<file path="config.mk">
export PLATFORM = sky130hd
export DESIGN_NAME = mem_bus_ctrl
export DESIGN_NICKNAME = d
export VERILOG_FILES = /design/src/rtl/cpu_pkg.sv /design/src/rtl/mem_wait_cnt.sv /design/src/rtl/mem_bus_ctrl.sv
export SDC_FILE = /design/constraint.sdc
export NUM_CORES = 1
export LEC_CHECK = 0
export ABC_AREA = 1
export BUFFER_PORTS_ARGS = -buffer_cell sky130_fd_sc_hd__buf_2
export CAP_MARGIN = 20
export CORE_ASPECT_RATIO = 1.4
export CORE_MARGIN = 3
export CORE_UTILIZATION = 50
export CTS_BUF_LIST = sky130_fd_sc_hd__clkbuf_8 sky130_fd_sc_hd__clkbuf_16
export DETAILED_ROUTE_END_ITERATION = 10
export GPL_TIMING_DRIVEN = 0
export PLACE_DENSITY = 0.92
export SLEW_MARGIN = 20
export SYNTH_ARGS = -nofsm -noshare
export SYNTH_HDL_FRONTEND = slang
export SYNTH_HIERARCHICAL = 1
export SYNTH_SLANG_ARGS = --single-unit
</file>
<file path="constraint.sdc">
create_clock -name clk -period 3 [get_ports clk]
set_clock_uncertainty 0.15 [all_clocks]
set_input_delay 0.75 -clock clk [delete_from_list [all_inputs] [get_ports clk]]
set_output_delay 0.75 -clock clk [all_outputs]
set_load 0.05 [all_outputs]
</file>
<file path="src/rtl/cpu_pkg.sv">
// Shared CPU types and constants used by the memory-bus stage.
package cpu_pkg;

  typedef enum logic [1:0] {BUS_IDLE, BUS_SETUP, BUS_ACCESS} bus_state_t;

  localparam int unsigned CPU_ADDR_W = 8;
  localparam int unsigned CPU_DATA_W = 8;

  // Read data returned when an access is aborted by the timeout.
  localparam logic [7:0] BUS_ERR_DATA = 8'hFF;

endpackage

</file>
<file path="src/rtl/mem_wait_cnt.sv">
// Saturating ACCESS-cycle counter with an optional mem_rdy-low timeout counter.
// The timeout counter exists only when MEM_BUS_TIMEOUT_EN is defined.
module mem_wait_cnt #(
  parameter int unsigned WAIT_N  = 2,
  parameter int unsigned TIMEOUT = 15
) (
  input  logic clk,
  input  logic reset_cycle,
  input  logic clr_i,
  input  logic rdy_i,
  output logic done_o,
  output logic expired_o
);

  localparam int unsigned CntW = $clog2(WAIT_N + 1);

  logic [CntW-1:0] cnt_q, cnt_d;

  always_comb begin
    cnt_d = cnt_q;
    if (clr_i) begin
      cnt_d = '0;
    end else if (cnt_q != CntW'(WAIT_N)) begin
      cnt_d = cnt_q + 1'b1;
    end
  end

  always_ff @(posedge clk) begin
    if (reset_cycle) begin
      cnt_q <= '0;
    end else begin
      cnt_q <= cnt_d;
    end
  end

  // cnt_q holds the number of ACCESS cycles already finished, so the current
  // cycle is at or beyond WAIT_N once cnt_q reaches WAIT_N-1.
  assign done_o = (cnt_q >= CntW'(WAIT_N - 1));

`ifdef MEM_BUS_TIMEOUT_EN
  localparam int unsigned TmoW = (TIMEOUT < 1) ? 1 : $clog2(TIMEOUT + 1);

  logic [TmoW-1:0] tmo_q, tmo_d;

  always_comb begin
    tmo_d = tmo_q;
    if (clr_i) begin
      tmo_d = '0;
    end else if (done_o && !rdy_i && (tmo_q != TmoW'(TIMEOUT))) begin
      tmo_d = tmo_q + 1'b1;
    end
  end

  always_ff @(posedge clk) begin
    if (reset_cycle) begin
      tmo_q <= '0;
    end else begin
      tmo_q <= tmo_d;
    end
  end

  assign expired_o = done_o && (tmo_q >= TmoW'(TIMEOUT));
`else
  logic unused_rdy;
  assign unused_rdy = rdy_i ^ (TIMEOUT == 0);
  assign expired_o  = 1'b0;
`endif

endmodule

</file>
<file path="src/rtl/mem_bus_ctrl.sv">
// Memory-bus stage: one request at a time, IDLE -> SETUP -> ACCESS with wait states.
// Optional access timeout is enabled by defining MEM_BUS_TIMEOUT_EN.
module mem_bus_ctrl
  import cpu_pkg::*;
#(
  parameter int unsigned ADDR_W      = CPU_ADDR_W,
  parameter int unsigned DATA_W      = CPU_DATA_W,
  parameter int unsigned WAIT_STATES = 2,
  parameter int unsigned TIMEOUT     = 15
) (
  input  logic              clk,
  input  logic              reset_cycle,
  input  logic              req_valid,
  input  logic              req_we,
  input  logic [ADDR_W-1:0] req_addr,
  input  logic [DATA_W-1:0] req_wdata,
  output logic              req_ready,
  output logic [DATA_W-1:0] rdata,
  output logic              bus_ready,
  output logic              bus_err,
  output logic [ADDR_W-1:0] mem_addr,
  output logic [DATA_W-1:0] mem_wdata,
  output logic              mem_oe,
  output logic              mem_we,
  input  logic [DATA_W-1:0] mem_rdata,
  input  logic              mem_rdy
);

  localparam int unsigned WaitN = (WAIT_STATES == 0) ? 1 : WAIT_STATES;

  bus_state_t        state_q, state_d;
  logic [ADDR_W-1:0] addr_q, addr_d;
  logic [DATA_W-1:0] wdata_q, wdata_d;
  logic [DATA_W-1:0] rdata_q, rdata_d;
  logic              we_q, we_d;
  logic              oe_out_q, oe_out_d;
  logic              we_out_q, we_out_d;
  logic              bus_ready_q, bus_ready_d;
  logic              cnt_clr, cnt_done, cnt_expired;

`ifdef MEM_BUS_TIMEOUT_EN
  logic bus_err_q, bus_err_d;
  assign bus_err = bus_err_q;
`else
  assign bus_err = 1'b0;
`endif

  mem_wait_cnt #(
    .WAIT_N (WaitN),
    .TIMEOUT(TIMEOUT)
  ) u_wait_cnt (
    .clk        (clk),
    .reset_cycle(reset_cycle),
    .clr_i      (cnt_clr),
    .rdy_i      (mem_rdy),
    .done_o     (cnt_done),
    .expired_o  (cnt_expired)
  );

  always_comb begin
    state_d     = state_q;
    addr_d      = addr_q;
    wdata_d     = wdata_q;
    rdata_d     = rdata_q;
    we_d        = we_q;
    oe_out_d    = oe_out_q;
    we_out_d    = we_out_q;
    bus_ready_d = bus_ready_q;
`ifdef MEM_BUS_TIMEOUT_EN
    bus_err_d   = bus_err_q;
`endif
    cnt_clr     = (state_q != BUS_ACCESS);

    unique case (state_q)
      BUS_IDLE: begin
        if (req_valid) begin
          addr_d      = req_addr;
          wdata_d     = req_wdata;
          we_d        = req_we;
          bus_ready_d = 1'b0;
`ifdef MEM_BUS_TIMEOUT_EN
          bus_err_d   = 1'b0;
`endif
          state_d     = BUS_SETUP;
        end
      end
      BUS_SETUP: begin
        oe_out_d = !we_q;
        we_out_d = we_q;
        state_d  = BUS_ACCESS;
      end
      BUS_ACCESS: begin
        // A ready RAM on the expiry edge still completes normally.
        if (cnt_done && mem_rdy) begin
          if (!we_q) begin
            rdata_d = mem_rdata;
          end
          bus_ready_d = 1'b1;
          oe_out_d    = 1'b0;
          we_out_d    = 1'b0;
          state_d     = BUS_IDLE;
        end else if (cnt_expired) begin
          if (!we_q) begin
            rdata_d = {DATA_W{1'b1}};
          end
          bus_ready_d = 1'b1;
`ifdef MEM_BUS_TIMEOUT_EN
          bus_err_d   = 1'b1;
`endif
          oe_out_d    = 1'b0;
          we_out_d    = 1'b0;
          state_d     = BUS_IDLE;
        end
      end
      default: begin
        state_d = BUS_IDLE;
      end
    endcase
  end

  always_ff @(posedge clk) begin
    if (reset_cycle) begin
      state_q     <= BUS_IDLE;
      addr_q      <= '0;
      wdata_q     <= '0;
      rdata_q     <= '0;
      we_q        <= 1'b0;
      oe_out_q    <= 1'b0;
      we_out_q    <= 1'b0;
      bus_ready_q <= 1'b0;
`ifdef MEM_BUS_TIMEOUT_EN
      bus_err_q   <= 1'b0;
`endif
    end else begin
      state_q     <= state_d;
      addr_q      <= addr_d;
      wdata_q     <= wdata_d;
      rdata_q     <= rdata_d;
      we_q        <= we_d;
      oe_out_q    <= oe_out_d;
      we_out_q    <= we_out_d;
      bus_ready_q <= bus_ready_d;
`ifdef MEM_BUS_TIMEOUT_EN
      bus_err_q   <= bus_err_d;
`endif
    end
  end

  assign req_ready = (state_q == BUS_IDLE);
  assign rdata     = rdata_q;
  assign bus_ready = bus_ready_q;
  assign mem_addr  = addr_q;
  assign mem_wdata = wdata_q;
  assign mem_oe    = oe_out_q;
  assign mem_we    = we_out_q;

endmodule

</file>
Word-level counts from Yosys, hierarchy flattened
Index checks and enable logic that the tools add are counted.
{ "op_classes": {"add_sub_neg": 1, "n_mul": 0, "div": 0, "order_cmp": 1, "n_eq_ne": 6, "shift": 0, "muxes": 9, "n_bitwise": 1, "n_reduce_logical": 11} }
{ "ops": {"columns": ["op", "n"], "rows": [
  ["2-bit != test, second input constant", 4],
  ["1-bit case mux with 2 select lines", 3],
  ["2-bit case mux with 3 select lines", 1],
  ["2-bit AND reduction", 3],
  ["3-bit AND reduction", 2],
  ["2-bit two-way mux", 2],
  ["2-bit nonzero test", 2],
  ["1-bit two-way mux", 3],
  ["2-bit by 1-bit adder with 2-bit output, second input constant", 1],
  ["2-bit by 1-bit equality test with 1-bit output, second input constant", 1],
  ["2-bit equality test, second input constant", 1],
  ["2-bit by 1-bit greater-or-equal comparator with 1-bit output, second input constant", 1],
  ["2-bit logical NOT", 1],
  ["2-bit OR reduction", 1],
  ["1-bit logical AND", 1],
  ["1-bit logical NOT", 1],
  ["1-bit inverter", 1]
]} }
{ "word_totals": {"register_bits": 32, "latchBits": 0, "ramBits": 0, "romBits": 0, "input_bits": 29, "out_inout_bits": 29, "word_cells": 38, "n_memories": 0} }

Logic depth before layout (Yosys ltp)
Gate-level depths: netlist of the first run.
{ "logic_depth": {"depth_word": 4, "depth_mapped": 10, "depth_no_buf": 9} }

Cells and area by module
Netlist of the first run, hierarchy kept.
{ "by_module_without_submodules": {"columns": ["mod", "instances", "cells_each", "area_per_inst_um2", "seq_area_each_um2"], "rows": [
  ["mem_bus_ctrl", 1, 164, 1234.9, 600.6],
  ["mem_wait_cnt", 1, 18, 128.9, 40.0]
]} }

Worst setup path after synthesis of the first run
OpenSTA, ideal clock, no wires.
{ "synth_timing": {"path_type": "register -> output", "start": "register state_q[0]", "end": "output req_ready", "arrival_ns": 0.809, "t_required_ns": 2.100, "setup_slack_ns": 1.291, "stages_incl_launch_ff": 2, "n_path_buf": 0, "cell_sequence": "dfxtp_1 > nor2_2"} }
{ "synth_between": {"elab_chain_cells": 1} }
{ "synth_rtl": {"columns": ["item", "line", "text"], "rows": [
  ["from (decl)", "mem_bus_ctrl.sv:31", "bus_state_t state_q, state_d;"],
  ["from (signal assigned)", "mem_bus_ctrl.sv:135", "state_q <= state_d;"],
  ["2-bit logical NOT", "mem_bus_ctrl.sv:149", "assign req_ready = (state_q == BUS_IDLE);"],
  ["to (decl)", "mem_bus_ctrl.sv:17", "output logic req_ready,"]
]} }
Every way passes these cells.

Worst setup path in the final report of the first run
Same ends and word-level chain as after synthesis.

==> run_results.csv, run 1 <==
group,metric,value,unit
run_status,status,"completed",
place,gp_congestion,0.681,
timing,fmax,507,MHz
yosys,yosysUniqueCellTypes,21,
yosys,avgSynthCellArea,7.49,um2
grt,overflow,0,
setup_path,cp.arrival,1.07,ns
grt,grt_pass1_vias,1135,
cts,cts_setup_buffers,0,
setup_path,cp.buffers_inverters,1,
routing,first_pass_iters,3,
timing,fin_setup_tns,0,ns
cts,clkLatencyLatePin,0.28,ns
setup_path,cp_max_fo,3,
layout,antenna_cells,0,
setup_path,start_kind,"register",
floorplan,die_w,50.1,um
yosys,yosys_warnings,6,
timing,fin_hold_ws,0.306,ns
layout,final_common_cell,"buf_2",
setup_path,crit_family,"flip-flops",
setup_path,cp-end-kind,"primary output",
floorplan,rows,21,
routing,first_iter_violations,16,
flow_run,cap_violations,0,
cts,cts-root-buf,"clkbuf_8",
setup_path,critPathKind,"reg2out",
power,p_leak,0.908,nW
layout,area_delta_synth_final,29.4,%
place,dp_slack,1.13,ns
cts,cts_inserted_buffers,5,
cts,clockBufferDepth,2,
yosys,yosys.area_share.xor_xnor,0,%
yosys,syn_nets,213,
timing,period_minus_slack,1.97,ns
yosys,synth_compound_area_share,8.07,%
yosys,muxShareOfSynthArea,0,%
timing,setup_slack,1.03,ns
floorplan,die-area,0.00340,mm2
yosys,yosysSeqAreaShare,47.0,%
setup_path,crit_required,2.10,ns
yosys,synth_top_family_by_area,"simple AND/OR/NAND/NOR gates",
setup_path,crit_slowest_cell,"dfxtp_1",
layout,drive_gt1_share,35.9,%
cts,path_clk_slew,0.06,ns
timing,period_share,65.7,%
floorplan,ios,58,
grt,grt_pass1_wl,4.55,mm
power,p_per_area,561,mW/mm2
grt,grt_usage,17.9,%
cts,cts_tree,"yes",
yosys,syn_inst,182,
cts,htreeDepth,2,
yosys,synthAdderAreaFrac,1.83,%
routing,totalWireLength,2.77,mm
routing,num_vias,1246,
grt,antenna_found_initial,0,
cts,cts_resized,0,
power,vdd_drop_max,0.000383,V
routing,route.detailed.drc,0,
routing,ant_nets,0,
place,dp_hpwl,2.14,mm
floorplan,core-area,0.00250,mm2
setup_path,crit_chain,"nor2_2 > buf_2",
timing,maxSlewViolCount,0,
routing,routedWlPerCell,9.92,um
timing,grt_setup_unrepaired,"no",
cts,postCtsHoldBufs,0,
place,io_buffers,56,
layout,final_cell_mix,"56 x buf_2, 52 x nor2_1, 32 x dfxtp_1",
grt,grt_max_degree,11,
yosys,synth-simple-area-share,31.5,%
timing,final-hold-violation-count,0,
setup_path,max_stage_delay,0.35,ns
floorplan,initial_utilization,54.6,%
layout,nets,276,
hold_path,hp-class,"reg2reg",
timing,setup_viol,0,
yosys,syn_area,0.00136,mm2
yosys,ys_ff_latch,32,
floorplan,die_h,67.8,um
routing,drt-vias-per-instance,4.47,
cts,clock-sinks,32,
[cells in the mapped netlist]
cell type | instances | area, um2
dfxtp_1 | 32 | 641
o21ai_0 | 17 | 85.1
nand2_4 | 1 | 11.3
nand3_4 | 1 | 17.5
ha_1 | 2 | 25.0
inv_2 | 1 | 3.75
nor2_4 | 1 | 11.3
clkbuf_8 | 1 | 13.8
nor2_2 | 4 | 25.0
inv_4 | 1 | 6.26
conb_1 | 2 | 7.51
or2_2 | 8 | 50.1
nor2_1 | 52 | 195
buf_6 | 4 | 45.0
nand2_1 | 27 | 101
clkbuf_1 | 1 | 3.75
buf_4 | 2 | 15.0
nand2_2 | 2 | 12.5
inv_1 | 17 | 63.8
nand3_1 | 1 | 5.00
a21oi_1 | 5 | 25.0
[where the power goes]
part | internal (mW) | switching, mW
Clock | 0.154 | 0.145
Sequential | 0.453 | 0.0144
Combinational | 0.0640 | 0.158
Total | 0.671 | 0.318
[stage by stage]
step	total power, mW	util [%]	cells	area (um2)
global route	1.04	70.7	279	1760
CTS	0.999	70.7	279	1760
detailed placement	0.701	67.6	272	1690
finish	0.989	70.7	279	1760
floorplan	0.642	-	182	1360
global placement	0.696	67.6	272	1690
[cells by family (layout without fill, tap and decap cells)]
| kind of cell | count (synthesis) | count (layout) |
|---|---|---|
| other | 2 | 2 |
| and+or+nand+nor | 97 | 97 |
| DFF | 32 | 32 |
| buffers and inverters | 27 | 90 |
| adders and majority gates | 2 | 2 |
| AOI/OAI and AO/OA | 22 | 22 |
[worst reg2reg max path, stage by stage, from the launching register on]
cell and delay (ns):
dfxtp_1 0.31, inv_1 0.07, ha_1 0.19, inv_1 0.09, nand2_4 0.09, nand2_2 0.10
nand3_4 0.11, buf_6 0.16, nor2_1 0.10, nor2_1 0.05
[final cells by class]
| cell class | count | area (um2) |
|---|---|---|
| multi-input cells | 123 | 572 |
| plain buffers | 8 | 77.6 |
| well taps | 34 | 42.5 |
| fillers | 225 | 732 |
| clock inverters | 2 | 8.76 |
| repair buffers | 56 | 280 |
| inverters | 19 | 73.8 |
| clock buffers | 5 | 68.8 |
| flip-flops and latches | 32 | 641 |
[final timing paths]
path                  startpoint  depth (start not counted)  slack [ns]        end
max                   state_q[0]                          2        1.03  req_ready
max reg2reg  u_wait_cnt/cnt_q[0]                          9        1.49   rdata[2]
min                    bus_ready                          2        0.31  bus_ready
min reg2reg            bus_ready                          2        0.31  bus_ready
[registers in the layout, indices dropped and copies added (netlist names)]
signal and cells:
rdata 8, we_q 1, mem_oe 1, bus_ready 1
mem_wdata 8, u_wait_cnt/cnt_q 2, state_q 2, mem_addr 8
mem_we 1
[metal layers]
metal  part of all wire (%)  routed length, um  track usage (%)  vias up
met5                      0                  0                0        -
met4                    2.1                 59             9.34        0
met3                    6.9                192             6.40        6
met2                     51               1420             33.2       40
met1                     40               1100             17.1      535
li1                       -                  -                -      665
No activity file was read; power rests on OpenSTA's default activity.
==> inputs of run 2 (changes only) <==
--- a/config.mk
+++ b/config.mk
@@ -10,11 +10,11 @@
 export CAP_MARGIN = 20
 export CORE_ASPECT_RATIO = 1.4
 export CORE_MARGIN = 3
-export CORE_UTILIZATION = 50
+export CORE_UTILIZATION = 46
 export CTS_BUF_LIST = sky130_fd_sc_hd__clkbuf_8 sky130_fd_sc_hd__clkbuf_16
 export DETAILED_ROUTE_END_ITERATION = 10
 export GPL_TIMING_DRIVEN = 0
-export PLACE_DENSITY = 0.92
+export PLACE_DENSITY = 0.86
 export SLEW_MARGIN = 20
 export SYNTH_ARGS = -nofsm -noshare
 export SYNTH_HDL_FRONTEND = slang
==> constraint.sdc (replaced) <==
create_clock -name clk -period 1.96 [get_ports clk]
set_clock_uncertainty 0.15 [all_clocks]
set_input_delay 0.49 -clock clk [delete_from_list [all_inputs] [get_ports clk]]
set_output_delay 0.49 -clock clk [all_outputs]
set_load 0.05 [all_outputs]
==> run_results.csv, run 2 (same netlist as run 1, synthesis figures left out) <==
group,metric,value,unit
cts,clockBufferDepth,2,
setup_path,max_stage_delay,0.35,ns
setup_path,crit_chain,"nor2_2 > buf_2",
place,placed_cells,274,
grt,overflow,0,
layout,nets,276,
setup_path,cp.buffers_inverters,1,
cts,cts_tree,"yes",
grt,grt_pass1_wl,4.76,mm
floorplan,die-area,0.00366,mm2
timing,setup_slack,0.240,ns
layout,drive_gt1_share,36.6,%
timing,period_minus_slack,1.72,ns
cts,clkLatencyLatePin,0.28,ns
floorplan,die_h,70.4,um
layout,final_cell_mix,"56 x buf_2, 52 x nor2_1, 32 x dfxtp_1",
routing,routedWlPerCell,9.91,um
timing,fmax,581,MHz
setup_path,crit_family,"flip-flops",
layout,final_area,0.00179,mm2
routing,drt-vias-per-instance,4.48,
setup_path,critPathKind,"reg2out",
floorplan,die_w,52.0,um
timing,fin_setup_tns,0,ns
cts,cts_resized,0,
routing,first_iter_violations,19,
layout,antenna_cells,0,
hold_path,hp-class,"in2reg",
routing,route.detailed.drc,0,
cts,cts-root-buf,"clkbuf_8",
setup_path,crit_required,1.32,ns
grt,antenna_found_initial,0,
timing,period_share,87.8,%
cts,path_clk_slew,0.07,ns
cts,htreeDepth,2,
setup_path,crit_path_start,"state_q[0]",
place,dp_slack,0.354,ns
cts,cts_setup_buffers,0,
routing,first_pass_iters,4,
routing,num_vias,1262,
grt,grt_pass1_vias,1196,
power,p_per_area,891,mW/mm2
timing,grt_setup_unrepaired,"no",
layout,utilization,65.6,%
place,dpl_cell_area,0.00169,mm2
routing,ant_nets,0,
timing,setup_viol,0,
grt,grt_usage,17.5,%
layout,fin_cells,282,
setup_path,cp-end-kind,"primary output",
hold_path,min-delay-start,"reset_cycle",
layout,final_common_cell,"buf_2",
setup_path,cp.arrival,1.08,ns
power,vdd_drop_max,0.000757,V
power,p_total,1.59,mW
timing,fin_hold_ws,0.297,ns
place,gp_congestion,0.657,
setup_path,reg2reg_from,"u_wait_cnt/cnt_q[0]",
setup_path,cp_max_fo,3,
timing,final-hold-violation-count,0,
floorplan,initial_utilization,50.0,%
routing,totalWireLength,2.80,mm
timing,maxSlewViolCount,0,
cts,clock-sinks,32,
cts,cts_inserted_buffers,5,
place,io_buffers,56,
floorplan,rows,22,
grt,grt_max_degree,12,
run_status,status,"completed",
place,dp_hpwl,2.19,mm
flow_run,cap_violations,0,
cts,postCtsHoldBufs,0,
floorplan,core-area,0.00273,mm2
setup_path,start_kind,"register",
layout,area_delta_synth_final,31.0,%
floorplan,ios,58,
setup_path,crit_slowest_cell,"dfxtp_1",
power,p_leak,0.906,nW
run 2: cell types whose count changed in the layout (fill, tap and decap cells not counted):
cell	change
clkbuf_8	+1
inv_1	-1
clkinv_2	-1
clkinvlp_4	+2
run 2: worst paths after layout:
path / cells past startpoint / slack [ns] / end
setup / recovery: 2 / 0.24 / req_ready
hold / removal: 2 / 0.30 / state_q[1]
setup reg to reg: 9 / 0.46 / rdata[5]
hold reg to reg: 2 / 0.32 / bus_ready
run 2: area by class of cell:
class / instances / area, um2
sequential: 32 / 641
timing repair buffer: 56 / 280
inverter: 19 / 73.8
fill: 246 / 938
clock buffer: 6 / 82.6
clock inverter: 2 / 15.0
buffer: 8 / 77.6
multi-input combinational: 123 / 572
tap: 36 / 45.0
run 2: power by group:
| group | internal (mW) | switching [mW] | total [mW] | leakage, nW |
|---|---|---|---|---|
| Combinational | 0.0980 | 0.244 | 0.342 | 0.600 |
| Sequential | 0.694 | 0.0209 | 0.715 | 0.263 |
| Clock | 0.284 | 0.252 | 0.536 | 0.0434 |
run 2: layer usage:
| layer | wire length (um) | global-route usage, % |
|---|---|---|
| met1 | 1080 | 16.2 |
| met2 | 1400 | 30.6 |
| met3 | 267 | 8.74 |
| met4 | 51 | 7.87 |
| met5 | 0 | 0 |
